===== config.mk =====
export PLATFORM = sky130hd
export DESIGN_NAME = alu_instr_issue
export DESIGN_NICKNAME = d
export VERILOG_FILES = /design/src/rtl/alu_instr_issue.sv
export SDC_FILE = /design/constraint.sdc
export NUM_CORES = 1
export LEC_CHECK = 0
export ABC_AREA = 1
export CORE_ASPECT_RATIO = 0.6
export CORE_MARGIN = 1
export CORE_UTILIZATION = 25
export DETAILED_ROUTE_END_ITERATION = 10
export DONT_BUFFER_PORTS = 1
export GPL_ROUTABILITY_DRIVEN = 0
export HOLD_SLACK_MARGIN = 0.02
export PLACE_DENSITY = 0.49
export SLEW_MARGIN = 20
export SYNTH_ARGS = -nofsm -noshare
export SYNTH_HDL_FRONTEND = slang
export SYNTH_SLANG_ARGS = --single-unit

===== constraint.sdc =====
create_clock -name clk -period 2.05 [get_ports clk]
set_input_delay 0.205 -clock clk [delete_from_list [all_inputs] [get_ports clk]]
set_output_delay 0.205 -clock clk [all_outputs]
set_load 0.005 [all_outputs]

===== src/rtl/alu_instr_issue.sv =====
// Instruction issue front-end: buffers 16-bit words, decodes them, and issues one ALU op per cycle.
// Latency: a word pushed at edge E pops at E+1; its decoded fields are visible the cycle after the pop.
// Backpressure: instr_ready drops only when the buffer is full; a same-cycle pop does not free a slot.
module alu_instr_issue #(
  parameter int WORD_SIZE  = 16,
  parameter int FIFO_DEPTH = 4
) (
  input  logic                               clk,
  input  logic                               reset_n,
  input  logic                               start,
  input  logic [WORD_SIZE-1:0]               instr_in,
  input  logic                               instr_valid,
  output logic                               instr_ready,
  output logic                               issue_valid,
  output logic [2:0]                         functionCode,
  output logic [1:0]                         readReg1,
  output logic [1:0]                         readReg2,
  output logic [1:0]                         writeReg,
  output logic [7:0]                         countOp,
  output logic                               illegal,
  output logic                               halted,
  output logic [$clog2(FIFO_DEPTH+1)-1:0]    fifo_count
);

  localparam int PTR_W = $clog2(FIFO_DEPTH);
  localparam int CNT_W = $clog2(FIFO_DEPTH + 1);
  localparam logic [CNT_W-1:0] DEPTH_C = CNT_W'(FIFO_DEPTH);

  localparam logic [2:0] OP_ALU  = 3'b000;
  localparam logic [2:0] OP_NOP  = 3'b001;
  localparam logic [2:0] OP_HALT = 3'b111;

  typedef enum logic [1:0] {
    S_IDLE   = 2'd0,
    S_RUN    = 2'd1,
    S_HALTED = 2'd2
  } state_t;

  // Buffer entries keep only the decoded fields: {opcode, rs, rt, rd, funct}.
  logic [11:0]      r_mem [FIFO_DEPTH];
  logic [PTR_W-1:0] r_wr_ptr;
  logic [PTR_W-1:0] r_rd_ptr;
  logic [CNT_W-1:0] r_count;
  logic             r_ready;
  state_t           r_state;

  logic             r_issue_vld;
  logic [2:0]       r_func;
  logic [1:0]       r_rs;
  logic [1:0]       r_rt;
  logic [1:0]       r_rd;
  logic [7:0]       r_count_op;
  logic             r_illegal;
  logic             r_halted;

  logic             w_push;
  logic             w_pop;
  logic [CNT_W-1:0] w_count_nxt;
  logic [11:0]      w_head;
  logic             w_unused;

  // Bits [6:3] of the instruction word carry no meaning in this encoding.
  assign w_unused = ^instr_in[6:3];

  assign w_push = instr_valid && r_ready;
  assign w_pop  = (r_state == S_RUN) && (r_count != '0);
  assign w_head = r_mem[r_rd_ptr];

  // Occupancy after this edge; push and pop together leave it unchanged.
  always_comb begin
    w_count_nxt = r_count;
    if (w_push && !w_pop) begin
      w_count_nxt = r_count + CNT_W'(1);
    end else if (w_pop && !w_push) begin
      w_count_nxt = r_count - CNT_W'(1);
    end
  end

  // Buffer storage; contents need no reset because occupancy is reset.
  always_ff @(posedge clk) begin
    if (w_push) begin
      r_mem[r_wr_ptr] <= {instr_in[15:7], instr_in[2:0]};
    end
  end

  // Control FSM, buffer pointers and registered issue outputs.
  always_ff @(posedge clk) begin
    if (!reset_n) begin
      r_state     <= S_IDLE;
      r_wr_ptr    <= '0;
      r_rd_ptr    <= '0;
      r_count     <= '0;
      r_ready     <= 1'b0;
      r_issue_vld <= 1'b0;
      r_func      <= '0;
      r_rs        <= '0;
      r_rt        <= '0;
      r_rd        <= '0;
      r_count_op  <= '0;
      r_illegal   <= 1'b0;
      r_halted    <= 1'b0;
    end else begin
      r_issue_vld <= 1'b0;
      r_illegal   <= 1'b0;
      r_count     <= w_count_nxt;
      r_ready     <= (w_count_nxt < DEPTH_C);
      if (w_push) begin
        r_wr_ptr <= r_wr_ptr + PTR_W'(1);
      end
      if (w_pop) begin
        r_rd_ptr <= r_rd_ptr + PTR_W'(1);
      end
      case (r_state)
        S_IDLE: begin
          if (start) begin
            r_state <= S_RUN;
          end
        end
        S_RUN: begin
          if (w_pop) begin
            case (w_head[11:9])
              OP_ALU: begin
                r_issue_vld <= 1'b1;
                r_rs        <= w_head[8:7];
                r_rt        <= w_head[6:5];
                r_rd        <= w_head[4:3];
                r_func      <= w_head[2:0];
                r_count_op  <= r_count_op + 8'd1;
              end
              OP_NOP: begin
              end
              OP_HALT: begin
                r_state  <= S_HALTED;
                r_halted <= 1'b1;
              end
              default: begin
                r_illegal <= 1'b1;
              end
            endcase
          end
        end
        S_HALTED: begin
          if (start) begin
            r_state  <= S_RUN;
            r_halted <= 1'b0;
          end
        end
        default: begin
          r_state <= S_IDLE;
        end
      endcase
    end
  end

  assign instr_ready  = r_ready;
  assign issue_valid  = r_issue_vld;
  assign functionCode = r_func;
  assign readReg1     = r_rs;
  assign readReg2     = r_rt;
  assign writeReg     = r_rd;
  assign countOp      = r_count_op;
  assign illegal      = r_illegal;
  assign halted       = r_halted;
  assign fifo_count   = r_count;

endmodule


After elaboration in Yosys (flattened, before gate mapping)
Memories as Yosys holds them, arrays and structs flattened. A register that Yosys moved wholly into a read port is not among the register bits.
Index checks and enable logic that the tools add are counted.
{ "classes": {"n_addsub": 5, "multipliers": 0, "n_div": 0, "n_lt_le_gt_ge": 1, "eq_ne": 8, "n_shift": 0, "mux": 16, "bitwise": 0, "reduce_logical": 16} }
{ "ops": {"columns": ["op", "count"], "rows": [
  ["$mux 2", 5],
  ["$reduce_and 3->1", 3],
  ["$add 8x1->8 const B", 1],
  ["$mux 1", 7],
  ["$mux 3", 2],
  ["$add 2x1->2 const B", 2],
  ["$logic_and 1x1->1", 4],
  ["$ne 2x1->1 const B", 2],
  ["$ne 2x2->1 const B", 2],
  ["$pmux 2 s2", 1],
  ["$reduce_and 4->1", 1],
  ["$add 3x1->3 const B", 1],
  ["$eq 3x1->1 const B", 1],
  ["$eq 3x3->1 const B", 1],
  ["$logic_not 3->1", 1],
  ["$lt 3x3->1 const B", 1],
  ["$reduce_bool 3->1", 1],
  ["$reduce_or 3->1", 1],
  ["$sub 3x1->3 const B", 1],
  ["$eq 2x1->1 const B", 1],
  ["$eq 2x2->1 const B", 1],
  ["$logic_not 1->1", 2],
  ["$logic_not 2->1", 1],
  ["$pmux 1 s2", 1],
  ["2 further kinds", 2]
]} }
{ "totals": {"ff_bits": 30, "latch_bits": 0, "ramBits": 48, "romBits": 0, "in_bits": 20, "out_inout_bits": 24, "wordCells": 60, "mem_count": 1} }
{ "memory_table": {"columns": ["name", "words", "width", "rd", "rd_clocked_by_memory_dff", "wr", "line_no", "text"], "rows": [
  ["r_mem", 4, 12, 1, 1, 1, "40", "logic [11:0] r_mem [FIFO_DEPTH];"]
]} }

Depth between registers and ports, before layout
Gate-level depths: netlist of the first run.
{ "depth": {"depth_word": 6, "depth_mapped": 11, "depth_no_buf": 11} }

Worst setup path after synthesis of the first run
OpenSTA, ideal clock, no wires.
{ "synth_path": {"path_kind": "flip-flop to flip-flop", "startpoint": "register r_count[0] (netlist: fifo_count[0])", "endpoint": "register r_count[2] (netlist: fifo_count[2])", "t_arrival_ps": 1486, "required_ps": 1984, "path_slack_ps": 498, "path_stages_with_launch": 12, "n_path_buf": 0, "period_less_slack_ps": 1552, "path_cell_list": "dfxtp_1 inv_1 ha_1 inv_1 o21ai_2 ha_1 inv_1 nand3_1 nand2_1 xor2_1 inv_1 nor2_1"} }
{ "synth_between": {"elab_chain_cells": 5} }
{ "synth_rtl": {"columns": ["element", "line_no", "text"], "rows": [
  ["start: declaration", "43", "logic [CNT_W-1:0] r_count;"],
  ["start signal: assignment", "105", "r_count <= w_count_nxt;"],
  ["branches (longest 4 deep; another with $sub 3x1->3)", null, null],
  ["$mux 3 (*)", "72", "if (w_push && !w_pop) begin"]
]} }
Every way passes the cells marked *.
A chain may end at the register's enable or synchronous reset.

Worst setup path in the final report of the first run
{ "layout_path": {"startpoint": "register r_count[0] (netlist: fifo_count[0])", "endpoint": "register r_count_op[3] (netlist: countOp[3])"} }
{ "layout_between": {"elab_chain_cells": 3} }
{ "layout_rtl": {"columns": ["element", "line_no", "text"], "rows": [
  ["$reduce_bool 3->1", "66", "assign w_pop = (r_state == S_RUN) && (r_count != '0);"],
  ["$logic_and 1x1->1", "66", null],
  ["$reduce_and 3->1 (no source line)", null, null],
  ["end signal: assignment", "128", "r_count_op <= r_count_op + 8'd1;"],
  ["end: declaration", "52", "logic [7:0] r_count_op;"]
]} }
Every way passes these cells.

==> impl_metrics.tcl, run 1 <==
set metrics [dict create \
    root_buffer "clkbuf_16" \
    synth_nets 363 \
    leakagePower_nw 1.53 \
    skew_ns 0.00387 \
    overflow 0 \
    ys_types 30 \
    drtIter0Drc 138 \
    cpPeakStageDelay_ns 0.41 \
    grt_pass1_wl_um 12200 \
    fp.dieArea_mm2 0.0141 \
    std_cell_rows 32 \
    cap_violations 0 \
    powerDensity_mw_per_mm2 972 \
    critical_path_required_ns 2.28 \
    cts_tree "done" \
    timing.final.crit_share_pct 84.4 \
    netlist_instances 333 \
    wl_per_cell_um 14.1 \
    violations "design-rule violations" \
    syn_area_per_cell_um2 10.2 \
    grt_max_degree 27 \
    yosysTopAreaCellShare_pct 42.5 \
    rsz0062_at_grt "false" \
    synthesis.area_mm2 0.00339 \
    cp-endpoint "countOp[3]" \
    cts_buffer_depth 2 \
    tns_ns 0 \
    cp-end-kind "register" \
    finalMaxSlewViolations 0 \
    io_buffers 0 \
    dp_hpwl_um 4970 \
    crit_top_cell "inv_1" \
    synthTopCellsByCount "nand2_1, edfxtp_1, nor2_1" \
    finalCriticalPeriod_ns 1.73 \
    synth-edff-count 48 \
    drive_above_1_share_pct 14.3 \
    worstPathArrival_ns 1.96 \
    async_flop_share_pct 0 \
    crit_chain "inv_1 -> ha_1 -> inv_1 -> o21ai_2 -> inv_6 -> nand2_2 -> nor2_4 -> buf_4 -> nand3_1 -> nand2_1 -> nor2_1" \
    critPathLaunchType "register" \
    yosysMostFrequentCell "nand2_1" \
    r2r_cells 11 \
    ys_top_cells_by_area "edfxtp_1, dfxtp_1, nand2_1" \
    post_cts_buffers 0 \
    path_max_fanout 20 \
    grt_usage_pct 11.5 \
    cts_repair_resize_count 0 \
    ys.flop_type "edfxtp_1" \
    via_per_inst 4.32 \
    initial_core_util_pct 26.0 \
    worst_pin_slew_ns 0.634 \
    finalHoldViolCount 0 \
    cp-startpoint "fifo_count[0]" \
    crit_cells 11 \
    synth-seq-area-share_pct 61.3 \
    yosysTopAreaCell "edfxtp_1" \
    layout.nets 382 \
    worstSetupPathType "reg -> reg" \
    routed_wl_um 7460 \
    hold_class "in -> reg" \
    synth_seq_cells 80 \
    ff2ff_setup_slack_ns 0.32 \
    yosysWarnings 0 \
    path_clk_slew_ns 0.06 \
    die_height_um 92.3 \
    antenna_found_initial 0 \
    whs_ns 0.0430 \
    grt_pass1_vias 2312 \
    r2r_end "countOp[3]" \
    slew_headroom_pct 57.6 \
    ant_nets 0 \
    insertion_delay_ns 0.33 \
    critical_path_buf_inv_count 4 \
    max-vdd-ir-drop_mv 0.336 \
    diodes 0 \
    drc_errors 1 \
    fp.dieW_um 152 \
    whs_path_depth 2 \
    r2r_start "fifo_count[0]" \
    cts_sinks 80 \
    max_freq_ghz 0.578 \
    crit_family "buffers and inverters" \
    core_area_mm2 0.0131 \
    numCtsBuffers 9 \
    crit_slowest_cell "dfxtp_1" \
    htree_levels 3 \
    setup_viol 0 \
    drtPass1Iterations 11 \
    design.portCount 44 \
    route.vias.total 2278 \
    area_growth_pct 18.6 \
    outcome "finished, violations left" \
]
==> sequential cells by signal, summed over array words and instances (netlist names), 3 cells and up, named ones only <==
register      flops
functionCode      3
countOp           8
r_mem            48
fifo_count        3
==> how the worst min path moves through the flow <==
| stage | slack [ns] | endpoint | startpoint |
|---|---|---|---|
| after floorplan | 0.30 | r_mem[0][0] | instr_in[0] |
| after CTS | 0.02 | illegal | reset_n |
| after global placement | 0.30 | r_mem[3][7] | instr_in[11] |
| final | 0.04 | illegal | reset_n |
| after detailed placement | 0.30 | r_mem[3][7] | instr_in[11] |
| after global routing | 0.03 | illegal | reset_n |
==> routing by layer <==
metal / track usage, % / up-vias / share of wire, %
li1: - / 1152 / -
met4: 3.28 / 0 / 1.0
met2: 17.5 / 36 / 44
met3: 4.58 / 10 / 5.3
met1: 14.9 / 1080 / 50
met5: 0 / - / 0
==> final cells by class <==
| class | instances | area [µm²] |
|---|---|---|
| Inverter | 28 | 115 |
| Timing Repair Buffer | 21 | 193 |
| Clock inverter | 1 | 5.00 |
| Multi-Input combinational cell | 212 | 1100 |
| Sequential cell | 80 | 2080 |
| Tap cell | 170 | 213 |
| Fill cell | 1331 | 9030 |
| Clock buffer | 15 | 314 |
==> report_power, final <==
group,switching (mW),internal [mW]
Combinational,0.293,0.146
Clock,0.601,1.05
Sequential,0.0460,1.78
==> kinds of logic after synthesis <==
family	after synthesis	share of synthesized area (%)
compound gates	60	9.84
xor+xnor	5	1.29
fa+ha+maj	10	3.69
buf+inv	41	6.16
flops	80	61.3
simple gates	137	17.7
==> repair_timing <==
action | 4_1_cts | 5_1_grt
endpoints found under the setup margin | 0 | 0
hold endpoints to repair | 65 | 0
hold buffers | 14 | 0
==> stage by stage <==
step / util [%] / setup slack (ns) / power [mW] / std cells / cell area [µm²]
3_5_place_dp: 27.3 / 0.327 / 2.27 / 497 / 3570
5_1_grt: 30.8 / 0.137 / 4.10 / 527 / 4030
2_1_floorplan: - / 0.498 / 2.19 / 333 / 3390
6_report: 30.8 / 0.320 / 3.91 / 527 / 4030
3_3_place_gp: 27.3 / 0.352 / 2.26 / 497 / 3570
4_1_cts: 30.8 / 0.302 / 3.97 / 527 / 4030
==> layout by cell type (no fill, tap or decap), drive strengths merged, types with 10 or more instances in the layout <==
| cell type | synthesis | layout |
|---|---|---|
| nand2 | 64 | 64 |
| nor2 | 57 | 57 |
| edfxtp | 48 | 48 |
| o21ai | 34 | 34 |
| dfxtp | 32 | 32 |
| inv | 28 | 28 |
| a21oi | 16 | 16 |
| clkbuf | 3 | 15 |
| nand3 | 14 | 14 |
| dlygate4sd3 | 0 | 14 |
| ha | 10 | 10 |
Power figures use the tool's default switching activity.
==> run 2, diff against run 1 <==
==> constraint.sdc (replaced) <==
create_clock -name clk -period 1.6 [get_ports clk]
set_input_delay 0.16 -clock clk [delete_from_list [all_inputs] [get_ports clk]]
set_output_delay 0.16 -clock clk [all_outputs]
set_load 0.005 [all_outputs]
==> run 2 against run 1 <==
  * The run still ends with design-rule violations left
  * Worst setup slack worse by 0.31 ns
  * Routed wire length up 6.5%
  * Clock skew up 0.0035 ns
  * First-iteration DRC count down 33%
  * Critical path type unchanged
  * Largest power group unchanged
  * Highest routed layer unchanged
==> impl_metrics.tcl, run 2 (same netlist as run 1, synthesis figures left out) <==
set metrics [dict create \
    outcome "finished, violations left" \
    violations "design-rule violations" \
    route.vias.total 2357 \
    cpPeakStageDelay_ns 0.35 \
    overflow 0 \
    cp-end-kind "register" \
    numCtsBuffers 9 \
    path_clk_slew_ns 0.06 \
    crit_slowest_cell "dfxtp_4" \
    hold_class "in -> reg" \
    io_buffers 0 \
    via_per_inst 4.31 \
    routed_wl_um 7950 \
    std_cell_rows 32 \
    wl_per_cell_um 14.5 \
    r2r_cells 11 \
    grt_pass1_vias 2244 \
    use_met3_pct 4.73 \
    die_height_um 92.3 \
    core_area_mm2 0.0131 \
    root_buffer "clkbuf_16" \
    critical_path_required_ns 1.83 \
    dp_hpwl_um 4890 \
    whs_ns 0.0403 \
    critPathLaunchType "register" \
    fp.dieW_um 152 \
    place_inst 506 \
    timing.final.crit_share_pct 99.3 \
    skew_ns 0.00734 \
    diodes 0 \
    top_register "r_mem" \
    drive_above_1_share_pct 27.3 \
    slew_headroom_pct 41.3 \
    setup_viol 0 \
    placed_area_mm2 0.00371 \
    cts_tree "done" \
    fp.dieArea_mm2 0.0141 \
    layout.nets 402 \
    grt_usage_pct 11.1 \
    worstPathArrival_ns 1.82 \
    max_freq_ghz 0.629 \
    min_from "start" \
    final_cell_mix "nand2_1, edfxtp_1, nor2_1, dfxtp_1, o21ai_0" \
    max-vdd-ir-drop_mv 0.428 \
    cts_sinks 80 \
    htree_levels 3 \
    drc_errors 2 \
    drtPass1Iterations 9 \
    powerDensity_mw_per_mm2 1200 \
    design.portCount 44 \
    area_growth_pct 32.4 \
    layout.cells.non_filler 547 \
    finalHoldViolCount 0 \
    path_max_fanout 6 \
    grt_use_met1_pct 14.1 \
    finalMaxSlewViolations 0 \
    r2r_end "countOp[4]" \
    whs_path_depth 4 \
    tns_ns 0 \
    leakagePower_nw 1.70 \
    busiest_layer "met2" \
    finalCriticalPeriod_ns 1.59 \
    final_util_pct 34.4 \
    min_to "r_state[0]" \
    fin_area_mm2 0.00449 \
    worst_pin_slew_ns 0.878 \
    grt_max_degree 28 \
    grt_pass1_wl_um 11700 \
    largest_reg_flops 48 \
    ant_nets 0 \
    drtIter0Drc 93 \
    ff2ff_setup_slack_ns 0.01 \
    antenna_found_initial 0 \
    rsz0062_at_grt "true" \
    crit_chain "buf_12 -> buf_8 -> nand2_4 -> nand3_2 -> nand2_2 -> nand2_4 -> nor2_4 -> clkbuf_16 -> nand2_2 -> nand2_1 -> nor2_1" \
    cap_violations 0 \
    insertion_delay_ns 0.34 \
    initial_core_util_pct 26.0 \
    worstSetupPathType "reg -> reg" \
    use_met2_pct 17.0 \
    cts_buffer_depth 2 \
]
## run 2: cell types whose count changed in the layout (fill, tap and decap cells not counted), sizes merged
| cell | change |
|---|---|
| clkinvlp | +1 |
| clkinv | +3 |
| buf | +17 |
| bufinv | +2 |
| clkbuf | -3 |
## run 2: through the flow
stage	power, mW	setup slack, ns
after global routing	5.63	-0.0839
after floorplan	2.80	0.0477
final	5.37	0.0111
after CTS	5.22	0.0264
after global placement	2.98	0.00723
after detailed placement	2.98	0.00432
## run 2: worst max-delay path by stage
stage | start | to | slack [ns] | depth (start not counted)
5_1_grt | register | countOp[1] | -0.08 | 10
6_report | register | countOp[4] | 0.01 | 11
3_5_place_dp | fifo_count[0] | fifo_count[2] | 0.004 | 11
4_1_cts | fifo_count[0] | instr_ready | 0.03 | 10
3_3_place_gp | fifo_count[0] | fifo_count[2] | 0.007 | 11
2_1_floorplan | fifo_count[0] | fifo_count[2] | 0.05 | 11
## run 2: routing by layer
layer  routed length (µm)  part of all wire [%]
met5                    0                     0
met4                   74                  0.93
met3                  512                   6.4
met2                 3420                    43
met1                 3940                    50
## run 2: repair_timing
action	CTS	global route
hold buffers	14	0
buffers inserted	0	7
hold endpoints to repair	68	0
cloned	0	4
resized for setup	2	56
endpoints found under the setup margin	3	21
pin swaps	0	28
## run 2: layout make-up
cell class	instances	area, µm²
Clock inverter	7	93.8
Fill cell	1325	8560
Tap cell	170	213
Sequential cell	80	2090
Clock buffer	9	225
Multi-Input combinational cell	212	1270
Inverter	28	118
Timing Repair Buffer	41	485
## run 2: worst max-delay path, delay by kind of cell (launching register included)
family | cells | cell delay, ns
buffers and inverters | 3 | 0.48
DFF | 1 | 0.35
and+or+nand+nor | 8 | 0.65
## run 2: power by group
group	switching (mW)	internal (mW)	total [mW]
sequential	0.0511	2.28	2.34
clock	0.811	1.36	2.18
combinational	0.490	0.372	0.862
total	1.35	4.02	5.37
==> run 3, diff against run 2 <==
--- a/config.mk
+++ b/config.mk
@@ -14,6 +14,7 @@
 export GPL_ROUTABILITY_DRIVEN = 0
 export HOLD_SLACK_MARGIN = 0.02
 export PLACE_DENSITY = 0.49
+export RECOVER_POWER = 50
 export SLEW_MARGIN = 20
 export SYNTH_ARGS = -nofsm -noshare
 export SYNTH_HDL_FRONTEND = slang
==> run 3 against run 2 <==
  * The run still ends with design-rule violations left
  * Clock skew stayed put
  * Non-clock buffer count stayed put
  * Sequential share of layout area hardly changed
  * Sequential power hardly changed
==> impl_metrics.tcl, run 3 (same netlist as run 1, synthesis figures left out) <==
set metrics [dict create \
    crit_chain "buf_12 -> buf_8 -> nand2_4 -> nand3_2 -> nand2_2 -> nand2_4 -> nor2_4 -> clkbuf_16 -> nand2_2 -> nand2_1 -> nor2_1" \
    layout.cells.non_filler 547 \
    cpPeakStageDelay_ns 0.35 \
    design.portCount 44 \
    powerDensity_mw_per_mm2 1200 \
    path_clk_slew_ns 0.06 \
    placed_area_mm2 0.00371 \
    path_max_fanout 6 \
    io_buffers 0 \
    multi_input_area_mm2 0.00127 \
    power.total_mw 5.37 \
    routed_wl_um 7950 \
    fp.dieArea_mm2 0.0141 \
    htree_levels 3 \
    skew_ns 0.00734 \
    slew_headroom_pct 41.3 \
    setup_viol 0 \
    initial_core_util_pct 26.0 \
    top_register "r_mem" \
    critical_path_buf_inv_count 3 \
    ff2ff_setup_slack_ns 0.01 \
    seqCellArea_mm2 0.00209 \
    grt_max_degree 28 \
    violations "design-rule violations" \
    crit_family "simple AND/OR/NAND/NOR gates" \
    fillers 1326 \
    grt_pass1_vias 2244 \
    root_buffer "clkbuf_16" \
    fp.dieW_um 152 \
    drtPass1Iterations 9 \
    drive_above_1_share_pct 27.1 \
    insertion_delay_ns 0.34 \
    leakagePower_nw 1.70 \
    via_per_inst 4.31 \
    cap_violations 0 \
    antenna_found_initial 0 \
    r2r_end "countOp[4]" \
    min_to "r_state[0]" \
    finalHoldViolCount 0 \
    numCtsBuffers 9 \
    drtIter0Drc 93 \
    worstSetupPathType "reg -> reg" \
    hold_class "in -> reg" \
    max_freq_ghz 0.629 \
    finalCriticalPeriod_ns 1.59 \
    worstPathArrival_ns 1.82 \
    finalMaxSlewViolations 0 \
    cts_buffer_depth 2 \
    outcome "finished, violations left" \
    drc_errors 2 \
    cts_sinks 80 \
    min_from "start" \
    diodes 0 \
    core_area_mm2 0.0131 \
    grt_pass1_wl_um 11700 \
    whs_path_depth 4 \
    rsz0062_at_grt "true" \
    die_height_um 92.3 \
    timing.final.crit_share_pct 99.3 \
    final_cell_mix "nand2_1, edfxtp_1, nor2_1, dfxtp_1, o21ai_0" \
    cp-end-kind "register" \
    dp_hpwl_um 4890 \
    worst_pin_slew_ns 0.878 \
    place_inst 506 \
    grt_usage_pct 11.1 \
    std_cell_rows 32 \
    final_util_pct 34.4 \
    overflow 0 \
    fin_area_mm2 0.00449 \
    cts_tree "done" \
    crit_slowest_cell "dfxtp_4" \
    largest_reg_flops 48 \
    wl_per_cell_um 14.5 \
    max-vdd-ir-drop_mv 0.428 \
    layout.nets 402 \
    ant_nets 0 \
    area_growth_pct 32.3 \
    critical_path_required_ns 1.83 \
    r2r_cells 11 \
    route.vias.total 2357 \
    critPathLaunchType "register" \
]
run 3: worst max-delay path by stage:
stage	startpoint	endpoint	slack, ns	depth (start not counted)
after floorplan	fifo_count[0]	fifo_count[2]	0.05	11
after global placement	fifo_count[0]	fifo_count[2]	0.007	11
after detailed placement	fifo_count[0]	fifo_count[2]	0.004	11
after CTS	fifo_count[0]	instr_ready	0.03	10
after global routing	register	countOp[1]	-0.08	10
final	register	countOp[4]	0.01	11
run 3: report_power, final:
part / leakage (nW) / switching [mW] / internal [mW]
Sequential: 0.697 / 0.0511 / 2.28
Combinational: 0.852 / 0.490 / 0.372
Clock: 0.153 / 0.811 / 1.36
Total: 1.70 / 1.35 / 4.02
run 3: layer usage:
metal | part of all wire, % | GRT usage, % | wire length [µm] | vias up
met3 | 6.4 | 4.73 | 512 | 9
met2 | 43 | 17.0 | 3420 | 47
met5 | 0 | 0 | 0 | -
li1 | - | - | - | 1196
met4 | 0.93 | 3.11 | 74 | 0
met1 | 50 | 14.1 | 3940 | 1105
run 3: area by class of cell:
cell class	instances	share of cell area, %
clock buffer	9	5.01
clock inverter	7	2.09
inverter	28	2.62
multi-input combinational	212	28.2
sequential	80	46.5
tap	170	4.74
timing repair buffer	41	10.8
run 3: repair_timing:
| item | CTS | global route |
|---|---|---|
| endpoints found under the setup margin | 3 | 21 |
| pin swaps | 0 | 28 |
| setup buffers | 0 | 7 |
| endpoints found under the hold margin | 68 | 0 |
| hold buffers | 14 | 0 |
| cloned | 0 | 4 |
| gates resized for setup | 2 | 56 |
run 3: tightest hold or removal path: stages:
cell	delay, ns
nand2_1	0.04
nand3_1	0.07
nand2_1	0.04
inv_1	0.04
run 3: through the flow:
| stage | hold slack, ns | worst slack (ns) | setup TNS [ns] |
|---|---|---|---|
| after detailed placement | 0.259 | 0.00432 | 0 |
| final | 0.0403 | 0.0111 | 0 |
| after global placement | 0.259 | 0.00723 | 0 |
| after CTS | 0.0279 | 0.0264 | 0 |
| after floorplan | 0.259 | 0.0477 | 0 |
| after global routing | 0.0550 | -0.0839 | -1.23 |
